File: src/rtl/neuron_buffer_rotator.sv
// Neuron buffer rotator: rotates NB neuron buffers between the read role
// (feeding the convolution unit) and the write role (receiving pool results
// and supplying partial sums). A rotation is requested at layer end and runs
// RUN -> DRAIN -> SWAP so that a pool word captured in the last RUN cycle
// still lands in the outgoing write buffer before the roles move on.
module neuron_buffer_rotator #(
   parameter  int depth = 2,
   parameter  int A     = 7,
   parameter  int W     = 16,
   parameter  int NB    = 2,
   localparam int D     = 1 << depth,
   localparam int S     = (NB > 2) ? $clog2(NB) : 1
) (
   input  logic              CLK,
   input  logic              RST,
   input  logic              swapReq,
   output logic              swapAck,
   output logic              poolReady,
   output logic [S-1:0]      rdSel,
   output logic [S-1:0]      wrSel,
   output logic [7:0]        layerCount,
   input  logic [A-1:0]      readBuffAddress,
   input  logic [A-1:0]      writeBuffAddress,
   output logic [NB*A-1:0]   bufAddress,
   output logic [NB-1:0]     bufWE,
   output logic [NB*W*D-1:0] toBufIn,
   input  logic [NB*W*D-1:0] fromBuf,
   input  logic [W*D-1:0]    fromPoolUnitOut,
   input  logic              poolValid,
   output logic [W*D-1:0]    toConvUnitNBuffIn,
   output logic [W*D-1:0]    toConvUnitPartialSum
);

   localparam int WD = W * D;

   typedef enum logic [1:0] {
      RUN   = 2'd0,
      DRAIN = 2'd1,
      SWAP  = 2'd2
   } stateType;

   stateType       state;
   logic           wrPending;
   logic [A-1:0]   wrAddress;
   logic [WD-1:0]  wrData;
   logic           writeFire;
   logic           capture;
   logic [WD-1:0]  rdWord;
   logic [WD-1:0]  wrWord;

   // Pool words are only accepted while running and never while reset is held.
   assign poolReady = (state == RUN) && !RST;
   assign capture   = poolValid && poolReady;

   // A pending write is dropped in the cycle reset arrives, so an aborted
   // rotation never commits its last pool word.
   assign writeFire = wrPending && !RST;

   // Rotation sequencer: owns the buffer roles, layer counter and ack pulse.
   // NOTE: sequential state uses non-blocking assignments so every register
   // samples pre-edge values and the order of statements does not matter.
   always_ff @(posedge CLK) begin
      if (RST) begin
         state      <= RUN;
         rdSel      <= '0;
         wrSel      <= S'(1);
         layerCount <= '0;
         swapAck    <= 1'b0;
      end else begin
         unique case (state)
            RUN: begin
               swapAck <= 1'b0;
               if (swapReq) begin
                  state <= DRAIN;
               end
            end
            DRAIN: begin
               // The captured word is written this cycle; ack shows during SWAP.
               state   <= SWAP;
               swapAck <= 1'b1;
            end
            SWAP: begin
               state      <= RUN;
               swapAck    <= 1'b0;
               rdSel      <= wrSel;
               wrSel      <= (wrSel == S'(NB - 1)) ? '0 : wrSel + S'(1);
               layerCount <= layerCount + 8'd1;
            end
            default: begin
               state   <= RUN;
               swapAck <= 1'b0;
            end
         endcase
      end
   end

   // One-entry write register: holds a pool word for exactly one cycle.
   always_ff @(posedge CLK) begin
      if (RST) begin
         wrPending <= 1'b0;
         wrAddress <= '0;
         wrData    <= '0;
      end else begin
         wrPending <= capture;
         if (capture) begin
            wrAddress <= writeBuffAddress;
            wrData    <= fromPoolUnitOut;
         end
      end
   end

   // Select the read-buffer and write-buffer words out of the flat bus.
   // NOTE: every variable gets a default first so no latch is inferred.
   always_comb begin
      rdWord = '0;
      wrWord = '0;
      for (int i = 0; i < NB; i++) begin
         if (S'(i) == rdSel) begin
            rdWord = fromBuf[i*WD +: WD];
         end
         if (S'(i) == wrSel) begin
            wrWord = fromBuf[i*WD +: WD];
         end
      end
   end

   // Registered conv-unit feeds: input activations and partial sums.
   always_ff @(posedge CLK) begin
      if (RST) begin
         toConvUnitNBuffIn    <= '0;
         toConvUnitPartialSum <= '0;
      end else begin
         toConvUnitNBuffIn    <= rdWord;
         toConvUnitPartialSum <= wrWord;
      end
   end

   // Route addresses, write enables and write data to each buffer by role;
   // buffers holding neither role see all zeros.
   always_comb begin
      bufAddress = '0;
      bufWE      = '0;
      toBufIn    = '0;
      for (int i = 0; i < NB; i++) begin
         if (S'(i) == rdSel) begin
            bufAddress[i*A +: A] = readBuffAddress;
         end else if (S'(i) == wrSel) begin
            bufAddress[i*A +: A] = writeFire ? wrAddress : writeBuffAddress;
            bufWE[i]             = writeFire;
            toBufIn[i*WD +: WD]  = writeFire ? wrData : '0;
         end
      end
   end

endmodule

File: config.mk
export PLATFORM = sky130hd
export DESIGN_NAME = neuron_buffer_rotator
export DESIGN_NICKNAME = d
export VERILOG_FILES = /design/src/rtl/neuron_buffer_rotator.sv
export SDC_FILE = /design/constraint.sdc
export NUM_CORES = 1
export LEC_CHECK = 0
export CORE_AREA = 2 2 191 193
export DETAILED_ROUTE_END_ITERATION = 7
export DIE_AREA = 0 0 193 195
export PLACE_DENSITY_LB_ADDON = 0.3
export REMOVE_ABC_BUFFERS = 1
export SLEW_MARGIN = 20
export SYNTH_ARGS = -nofsm -noshare
export SYNTH_HDL_FRONTEND = slang
export SYNTH_SLANG_ARGS = --single-unit
export TNS_END_PERCENT = 1
File: constraint.sdc
create_clock -name CLK -period 3.1 [get_ports CLK]
set_input_delay 0.465 -clock CLK [delete_from_list [all_inputs] [get_ports CLK]]
set_output_delay 0.465 -clock CLK [all_outputs]
set_load 0.05 [all_outputs]
==> flow_metrics.py <==
metrics = {
    "outcome": {
        "status": "completed",
    },
    "setup_path": {
        "crit_fanout": 17,
        "cp.arrival_ns": 2.42,
        "path_class": "flip-flop to primary output",
        "start_kind": "flip-flop",
        "timing.rr.start": "state[1]",
        "r2r_end": "wrData[33]",
        "crit_end": "toBufIn[30]",
        "worstSetupEndpointType": "primary output",
        "crit_start": "rdSel",
        "crit_required_ns": 2.63,
        "reg2reg_depth": 4,
        "reg2reg_slack_ns": 1.10,
    },
    "placement": {
        "numPortBuffers": 493,
        "dp.cells": 1856,
        "hpwl_um": 23700,
        "place.gp.congestion": 0.789,
        "pre_cts_ws_ns": 0.569,
    },
    "sta": {
        "tightest_slew_ns": 0.926,
        "maxSlewViolCount": 0,
        "max_freq_ghz": 0.347,
        "hold_viol": 0,
        "rsz0062_at_grt": "false",
        "fin_hold_ws_ns": 0.317,
        "setup_slack_ns": 0.219,
        "setup_viol": 0,
        "skew_ns": 0.00623,
        "slew_headroom_pct": 38.3,
        "post-route-period-util_pct": 92.9,
        "timing.final.crit_period_ns": 2.88,
    },
    "routing": {
        "via_count": 8119,
        "antenna_left": 0,
        "wl_um": 32000,
        "drcViolationCount": 0,
        "avgRoutedWirePerCell_um": 16.8,
        "drt_iter0_drc": 194,
        "firstDrtPassIters": 5,
        "via_per_inst": 4.27,
    },
    "die": {
        "num_io_pins": 494,
        "die_height_um": 195,
        "initial_utilization_pct": 24.3,
        "die-area_mm2": 0.0376,
        "core_mm2": 0.0354,
        "rows": 69,
        "fp.dieW_um": 193,
    },
    "cts": {
        "htreeDepth": 1,
        "cts_hold_buf": 0,
        "cts_tree": "done",
        "clockRootBuffer": "clkbuf_16",
        "cts_resized": 0,
        "clock-sinks": 213,
        "postCtsSetupBuffers": 0,
        "insertion_delay_ns": 0.52,
        "clock_path_buffers": 3,
        "cts_inserted_buffers": 25,
        "clkSlewWorstSetupHoldPaths_ns": 0.06,
    },
    "grt": {
        "first_global_vias": 8238,
        "antenna_found_initial": 2,
        "grt_util_all_layers_pct": 16.2,
        "grt-ovfl-total": 0,
        "grt_pass1_wl_um": 47600,
        "grt_max_degree": 166,
    },
    "cells_and_area": {
        "area_growth_pct": 78.9,
        "nNetsFinal": 1633,
        "antenna_cells": 0,
        "drive_above_1_share_pct": 14.2,
        "stdcell_count": 1900,
        "fillers": 3476,
    },
    "pwr": {
        "total_power_mw": 7.47,
        "power_density_mw_per_mm2": 486,
        "p_leak_nw": 6.41,
        "ir_drop_v": 0.000430,
    },
    "synth": {
        "ys_seq_area_share_pct": 49.7,
        "synthCells": 965,
        "yosysWarnings": 0,
        "ys_seq_elements": 213,
        "yosys-top-cells-area": "dfxtp_1, mux2i_1, and2_1",
        "ys_types": 30,
        "synth.avg_cell_area_um2": 8.90,
        "synth_area_leader_cell": "dfxtp_1",
        "synth.cell_area_mm2": 0.00858,
        "synth_top_area_share_pct": 49.7,
    },
    "hold_path": {
        "worst_hold_path_type": "input port to flip-flop",
    },
    "job": {
        "maxCapViolations": 0,
    },
}
## cell usage in the layout, fill, tap and decap left out, drive strengths merged, types with 4 or more instances in the layout
cell / netlist / routed
o21ai: 10 / 10
clkbuf: 47 / 36
inv: 8 / 8
clkinv: 1 / 4
nor2: 136 / 136
buf: 26 / 155
and2: 129 / 129
a21oi: 74 / 74
o22ai: 7 / 7
clkdlybuf4s50: 0 / 348
nand2b: 4 / 4
dfxtp: 213 / 213
mux2i: 137 / 137
nand2: 150 / 150
## flip-flops by register name, summed over array words and instances (netlist names)
name / flops
toConvUnitNBuffIn: 64
toConvUnitPartialSum: 64
wrData: 64
layerCount: 8
wrAddress: 7
state: 2
rdSel: 1
swapAck: 1
wrPending: 1
wrSel: 1
## final cells by class
type	count	area (um^2)	share of cell area, %
clock buffer	36	747	4.86
clock inverter	8	97.6	0.635
inverter	9	46.3	0.301
multi-input combinational	670	3930	25.6
sequential	213	4270	27.8
tap	461	577	3.76
timing repair buffer	503	5690	37.0
## worst min-delay path by stage
stage / cells past startpoint / endpoint / startpoint
after floorplan: 2 / wrAddress[0] / wrAddress[0]
after global placement: 2 / wrAddress[4] / wrAddress[4]
after detailed placement: 2 / wrAddress[4] / wrAddress[4]
after CTS: 3 / state[0] / RST
after global routing: 3 / state[0] / RST
final: 3 / state[0] / RST
## where the power goes
| part | switching [mW] | internal, mW |
|---|---|---|
| clock | 1.17 | 1.83 |
| sequential | 0.0748 | 2.89 |
| combinational | 0.866 | 0.635 |
| total | 2.11 | 5.36 |
## metal layers
layer | up-vias | share of wire, % | track usage (%)
met5 | - | 0.069 | 0
met4 | 4 | 1.2 | 2.83
met3 | 32 | 12 | 6.87
met2 | 328 | 51 | 30.1
met1 | 3726 | 36 | 17.0
li1 | 4029 | - | -
## worst max-delay path, stage by stage, from the launching register on
cell and delay [ns]:
dfxtp_4 0.55, nand2b_1 0.32, nor2_4 0.38, buf_4 0.27, and2_1 0.20, buf_12 0.15
## cells by family (layout without fill, tap and decap cells)
logic type,after synthesis,after routing,share of synthesized area (%)
AOI/OAI and AO/OA,91,91,5.41
xor gates and xnor gates,3,3,0.306
adders and majority gates,1,1,0.146
buffers and inverters,82,556,4.71
DFF,213,213,49.7
muxes,139,139,16.2
and+or+nand+nor,436,436,23.5
## through the flow
step / setup TNS [ns] / utilization (%) / instance area, um^2
2_1_floorplan: -481.44 / - / 8230
3_3_place_gp: 0 / 41.0 / 14500
3_5_place_dp: 0 / 41.0 / 14500
4_1_cts: 0 / 43.4 / 15400
5_1_grt: 0 / 43.4 / 15400
6_report: 0 / 43.4 / 15400
## cell usage after synthesis, drive strengths merged
cell type,count
nand2,150
and2,129
xnor2,3
o22ai,7
clkinv,1
inv,8
nor3b,2
mux2,2
ha,1
mux2i,137
nor3,1
or4b,1
nor2,136
clkbuf,47
buf,26
nand3,1
nand3b,1
nor2b,3
and3,2
or3,3
o21ai,10
nand2b,4
dfxtp,213
nand4,2
a21oi,74
nand4b,1
No activity file was read; power rests on OpenSTA's default activity.
